<file path="config.mk">
export PLATFORM = sky130hd
export DESIGN_NAME = ma_stage
export DESIGN_NICKNAME = d
export VERILOG_FILES = /design/src/rtl/ma_stage.sv
export SDC_FILE = /design/constraint.sdc
export NUM_CORES = 1
export LEC_CHECK = 0
export BUFFER_PORTS_ARGS = -buffer_cell sky130_fd_sc_hd__buf_2
export CORE_AREA = 4 4 156 158
export DETAILED_ROUTE_END_ITERATION = 8
export DIE_AREA = 0 0 160 162
export PLACE_DENSITY = 0.68
export SETUP_SLACK_MARGIN = 0.1
export SKIP_CTS_REPAIR_TIMING = 1
export SLEW_MARGIN = 20
export SYNTH_ARGS = -nofsm -noshare
export SYNTH_HDL_FRONTEND = slang
export SYNTH_SLANG_ARGS = --single-unit
</file>
<file path="constraint.sdc">
create_clock -name clk -period 7 [get_ports clk]
set_clock_uncertainty 0.1 [all_clocks]
set_input_delay 0 -clock clk [delete_from_list [all_inputs] [get_ports clk]]
set_output_delay 0 -clock clk [all_outputs]
set_load 0.02 [all_outputs]
</file>
<file path="src/rtl/ma_stage.sv">
// Memory-access stage of the TinyRISC pipeline: issues loads/stores over a
// ready-handshake port, stalls upstream while busy and feeds the MA/RW register.
module ma_stage #(
  parameter int unsigned LD_BIT  = 0,
  parameter int unsigned ST_BIT  = 1,
  parameter int unsigned TIMEOUT = 255
) (
  input  logic        clk,
  input  logic        rst,
  input  logic [31:0] ex_pc,
  input  logic [31:0] ex_alu,
  input  logic [31:0] ex_op2,
  input  logic [31:0] ex_instr,
  input  logic [21:0] ex_ctrl,
  output logic        mem_req,
  output logic        mem_we,
  output logic [31:0] mem_addr,
  output logic [31:0] mem_wdata,
  input  logic        mem_ready,
  input  logic [31:0] mem_rdata,
  output logic        ma_stall,
  output logic [31:0] rw_pc,
  output logic [31:0] rw_alu,
  output logic [31:0] rw_ld,
  output logic [31:0] rw_instr,
  output logic [21:0] rw_ctrl,
  output logic        err
);

  typedef enum logic {IDLE, ACCESS} state_t;

  typedef struct packed {
    logic [31:0] pc;
    logic [31:0] alu;
    logic [31:0] ld;
    logic [31:0] instr;
    logic [21:0] ctrl;
  } rw_t;

  localparam logic [15:0] CNT_LAST = 16'(TIMEOUT - 1);

  state_t      state_q, state_d;
  logic [15:0] cnt_q, cnt_d;
  logic        mem_req_q, mem_req_d;
  logic        mem_we_q, mem_we_d;
  logic [31:0] mem_addr_q, mem_addr_d;
  logic [31:0] mem_wdata_q, mem_wdata_d;
  logic        err_q, err_d;
  rw_t         rw_q, rw_d;

  logic is_st, is_ld, mem_op, timeout_hit;

  // A store wins when both control bits are set.
  assign is_st       = ex_ctrl[ST_BIT];
  assign is_ld       = ex_ctrl[LD_BIT] & ~is_st;
  assign mem_op      = is_ld | is_st;
  assign timeout_hit = (cnt_q == CNT_LAST);

  always_comb begin
    // NOTE: every signal gets a default before the case so no path leaves one
    // unassigned, which would otherwise infer a latch.
    state_d     = state_q;
    cnt_d       = cnt_q;
    mem_req_d   = mem_req_q;
    mem_we_d    = mem_we_q;
    mem_addr_d  = mem_addr_q;
    mem_wdata_d = mem_wdata_q;
    err_d       = err_q;
    rw_d        = '0;
    ma_stall    = 1'b0;

    case (state_q)
      IDLE: begin
        if (mem_op) begin
          ma_stall    = 1'b1;
          state_d     = ACCESS;
          mem_req_d   = 1'b1;
          mem_we_d    = is_st;
          mem_addr_d  = ex_alu;
          mem_wdata_d = ex_op2;
          cnt_d       = '0;
        end else begin
          rw_d = {ex_pc, ex_alu, 32'h0, ex_instr, ex_ctrl};
        end
      end
      ACCESS: begin
        if (mem_ready) begin
          state_d   = IDLE;
          mem_req_d = 1'b0;
          rw_d      = {ex_pc, ex_alu, (is_ld ? mem_rdata : 32'h0), ex_instr, ex_ctrl};
        end else if (timeout_hit) begin
          // Release the stall on the abort edge so the instruction leaves EX/MA
          // instead of being re-issued from IDLE.
          state_d   = IDLE;
          mem_req_d = 1'b0;
          err_d     = 1'b1;
          rw_d      = {ex_pc, ex_alu, 32'h0, ex_instr, ex_ctrl};
        end else begin
          ma_stall = 1'b1;
          cnt_d    = cnt_q + 16'd1;
        end
      end
      default: state_d = IDLE;
    endcase
  end

  // NOTE: state registers use non-blocking assignments so every flop samples
  // the pre-edge values of the others.
  always_ff @(posedge clk or posedge rst) begin
    if (rst) begin
      state_q     <= IDLE;
      cnt_q       <= '0;
      mem_req_q   <= 1'b0;
      mem_we_q    <= 1'b0;
      mem_addr_q  <= '0;
      mem_wdata_q <= '0;
      err_q       <= 1'b0;
      rw_q        <= '0;
    end else begin
      state_q     <= state_d;
      cnt_q       <= cnt_d;
      mem_req_q   <= mem_req_d;
      mem_we_q    <= mem_we_d;
      mem_addr_q  <= mem_addr_d;
      mem_wdata_q <= mem_wdata_d;
      err_q       <= err_d;
      rw_q        <= rw_d;
    end
  end

  assign mem_req   = mem_req_q;
  assign mem_we    = mem_we_q;
  assign mem_addr  = mem_addr_q;
  assign mem_wdata = mem_wdata_q;
  assign err       = err_q;
  assign rw_pc     = rw_q.pc;
  assign rw_alu    = rw_q.alu;
  assign rw_ld     = rw_q.ld;
  assign rw_instr  = rw_q.instr;
  assign rw_ctrl   = rw_q.ctrl;

endmodule

</file>
; Yosys cells after proc, flatten, opt, wreduce, memory -nomap -nowiden
; Cells that the tools add are included.
[totals]
regBits = 234
elab_cells = 44
[op_classes]
n_mux = 17
addsub = 1
n_bitwise = 5
n_eq_ne = 5
reduce_logical = 4
[op_table]
columns = operator, n
row1 = 150-bit two-way mux, 3
row2 = 150-bit one-hot mux with 2 select lines, 1
row3 = 16-bit two-way mux, 3
row4 = 32-bit two-way mux, 1
row5 = 16-bit one-hot mux with 2 select lines, 1
row6 = "16-bit by 1-bit adder with 16-bit output, second input constant", 1
row7 = "16-bit by 8-bit equality test with 1-bit output, second input constant", 1
row8 = 1-bit two-way mux, 6
row9 = "2-bit != test, second input constant", 3
row10 = 3-bit AND reduction, 2
row11 = 1-bit one-hot mux with 2 select lines, 2
row12 = 2-bit AND reduction, 2
row13 = "3-bit by 2-bit != test with 1-bit output, second input constant", 1
row14 = 1-bit inverter, 3
row15 = 1-bit bitwise AND, 1
row16 = 1-bit OR, 1

; Depth between registers and ports, before layout
[logic_depth]
depth_word = 5
mapped_depth = 8
mapped_depth_nobuf = 7

; Least setup slack after synthesis
; No wires, ideal clock.
[synth_path]
path_type = register to register
from = reg cnt_q[0]
to = reg cnt_q[5]
period_less_slack_ns = 2.177
slack_ns = 4.823
stages_incl_launch_ff = 8
t_arrival_ns = 1.951
path_cell_list = dfrtp_1 inv_1 ha_1 or3b_2 o41ai_4 buf_4 nor3_1 a221o_1
[synth_via]
elab_chain_cells = 4
word_cells_on_any_way = 7
classes_between = add/sub: 1 / eq/ne: 2 / mux: 3 / reduce/logical: 1
[synth_lines]
columns = item, line_no
row1 = "start, declared", 43  ; logic [15:0] cnt_q, cnt_d;
row2 = "start signal, assigned", 121  ; cnt_q <= cnt_d;
row3 = 16-bit by 1-bit adder with 16-bit output, 100  ; cnt_d = cnt_q + 16'd1;
row4 = 16-bit two-way mux, 91  ; end else if (timeout_hit) begin
row5 = 16-bit two-way mux, 87  ; if (mem_ready) begin
row6 = 16-bit one-hot mux with 2 select lines, 72  ; case (state_q)
; Several ways; a longest one is shown, not always the timed one. The select of a mux whose other input is x is not followed.
; A chain may end at the register's enable or synchronous reset.

; Worst setup path in the final report
[layout_path]
from = reg cnt_q[0]
to = out ma_stall
[layout_via]
elab_chain_cells = 4
[layout_lines]
columns = item, line_no
row1 = 16-bit by 8-bit equality test with 1-bit output, 57  ; assign timeout_hit = (cnt_q == CNT_LAST);
row2 = 1-bit two-way mux, 91
row3 = 1-bit two-way mux, 87
row4 = 1-bit one-hot mux with 2 select lines, 72
row5 = "end, declared", 21  ; output logic ma_stall,
; No other way between the ends.

==> flow_metrics.tcl <==
set metrics [dict create \
    status "finished clean" \
    fin_util 0.574 \
    drtIter0Drc 416 \
    cts_buffer_depth 3 \
    crit_fanout 69 \
    synth_edf_count 0 \
    peakVddDrop_mv 0.223 \
    synth-seq-area-share 0.706 \
    p_leak_nw 7.11 \
    dp.final_hpwl_um 16600 \
    synth_common_cells "dfrtp_1, and3_1, mux2_2" \
    path_cells "inv_1 -> ha_1 -> or3b_2 -> o41ai_4 -> buf_4 -> and2_1 -> inv_4 -> buf_2" \
    cts_buffers 25 \
    cp-end-kind "output port" \
    synth_ff_type "dfrtp_1" \
    power_density_mw_per_mm2 323 \
    track_usage 0.171 \
    ys_seq_elements 234 \
    grt_pass1_wl_um 35700 \
    syn2layout_area_growth_pct 60.0 \
    die_w_um 160 \
    period_minus_slack_ns 3.27 \
    required_ns 6.90 \
    grt_start_max_net_pins 101 \
    htree_num_levels 1 \
    synth_largest_area_cell "dfrtp_1" \
    syn_area_mm2 0.00829 \
    rows 56 \
    async_flop_share 1.00 \
    rsz0062_at_grt "no" \
    routed_via_density 4.79 \
    fin_area_mm2 0.0133 \
    first_pass_iters 6 \
    clk_pin_slew_ns 0.06 \
    clock_sinks 234 \
    avgRoutedWirePerCell_um 18.8 \
    relSlewSlack 0.301 \
    synthCells 581 \
    crit_type "register to output port" \
    cts_tree "yes" \
    fin_nets 1346 \
    die_height_um 162 \
    fin_hold_ws_ns 0.0479 \
    ys_warn_count 0 \
    cts-root-buf "clkbuf_16" \
    synth_top_area_share 0.706 \
    finalHoldViolCount 0 \
    fill_cells 1811 \
    worst_slew_pin_slew_ns 1.05 \
    max_freq_mhz 306 \
    fp.coreArea_mm2 0.0231 \
    gp_congestion 0.798 \
    ios 403 \
    drc 0 \
    wirelength_um 27600 \
    start_util 0.359 \
    synth_area_leaders "dfrtp_1, and3_1, mux2_2" \
    multi_input_comb_area_mm2 0.00225 \
    grt_overflow 0 \
    crit_slowest_cell "buf_4" \
    first_global_vias 6282 \
    setup_viol 0 \
    maxCapViolCount 0 \
    cp-startpoint "cnt_q[0]" \
    postRouteAntennaNets 0 \
    placed_area_mm2 0.0106 \
    clk_latency_ns 0.51 \
    cpPeakStageDelay_ns 0.56 \
    synth_cell_types 44 \
    finalCritPeriodShare 0.467 \
    finalNonFillerCells 1468 \
    r2r_start "cnt_q[0]" \
    synth_area_per_cell_um2 14.3 \
    worstPathArrival_ns 3.17 \
    via_count 7029 \
    synthesis.nets 768 \
    antenna_found_initial 2 \
    slew_viol_final 0 \
    startpoint_type "register" \
    ff_latch_area_mm2 0.00586 \
    hp-class "input pin to async pin" \
    die_area_mm2 0.0259 \
    dp_cells 1238 \
    portBuffers 402 \
    setup-tns-final_ns 0 \
    drive_gt1_frac 0.446 \
    synth.most_common_cell "dfrtp_1" \
]
final timing paths:
path | slack, ns | cells after the start | endpoint
min in group clk | 0.15 | 3 | rw_ld[17]
min | 0.05 | 3 | rw_instr[12]
min reg2reg | 0.36 | 1 | err
max | 3.73 | 8 | ma_stall
max reg2reg | 4.14 | 8 | cnt_q[7]
max in group asynchronous | 5.30 | 4 | rw_alu[25]
cells by family after synthesis:
| family | after synthesis | synth area share |
|---|---|---|
| flip-flops | 234 | 0.706 |
| buffers and inverters | 49 | 0.0243 |
| AO/OA/AOI/OAI | 40 | 0.0377 |
| adder cells (fa/ha/maj) | 2 | 0.00302 |
| multiplexers | 64 | 0.0869 |
| AND/OR/NAND/NOR | 192 | 0.142 |
stage by stage:
stage | worst slack [ns] | total power [mW]
floorplan | 0.482 | 2.43
global placement | 4.28 | 2.82
detailed placement | 4.14 | 2.84
CTS | 3.70 | 4.23
global route | 3.55 | 4.49
finish | 3.73 | 4.29
report_power, final:
group | internal [mW] | leakage (nW) | switching, mW | total, mW
combinational | 0.478 | 3.71 | 0.711 | 1.19
clock | 0.838 | 0.424 | 0.529 | 1.37
sequential | 1.61 | 2.99 | 0.123 | 1.73
sequential cells by signal (all words and copies together), names as in the netlist:
signal     count
mem_req        1
cnt_q         16
mem_wdata     32
rw_instr      32
state_q        1
rw_pc         32
err            1
rw_alu        32
mem_we         1
rw_ctrl       22
rw_ld         32
mem_addr      32
cell type report:
cell class	instances	area share
Antenna cell	2	0.000377
Clock buffer	35	0.0553
Clock inverter	9	0.00952
Inverter	8	0.00302
Multi-Input combinational cell	298	0.169
Sequential cell	234	0.441
Tap cell	290	0.0273
Timing Repair Buffer	592	0.294
critical path: cells and delay by family (launching register included):
kind	cells	cell delay [ns]
buf+inv	4	0.95
simple gates	2	0.87
flops	1	0.44
compound gates	1	0.26
fa+ha+maj	1	0.13
routing by layer:
metal | part of all wire | GRT usage | wire (um)
met1 | 0.37 | 0.211 | 10300
met3 | 0.076 | 0.0586 | 2110
met2 | 0.52 | 0.290 | 14400
met4 | 0.028 | 0.0477 | 773
met5 | 0 | 0 | 0
cells in the final DEF (no fill, tap or decap), drive strengths merged, types with 3 or more instances in the layout:
master	n
a21o	4
a21oi	4
a31oi	10
and2	36
and3	116
buf	408
bufinv	3
clkbuf	35
clkinv	5
dfrtp	234
dlygate4sd3	184
inv	8
mux2	64
nand2	7
nand3	8
nand4	5
nor2	5
nor3	3
o21ai	6
or4	3
No activity file was read; power rests on OpenSTA's default activity.
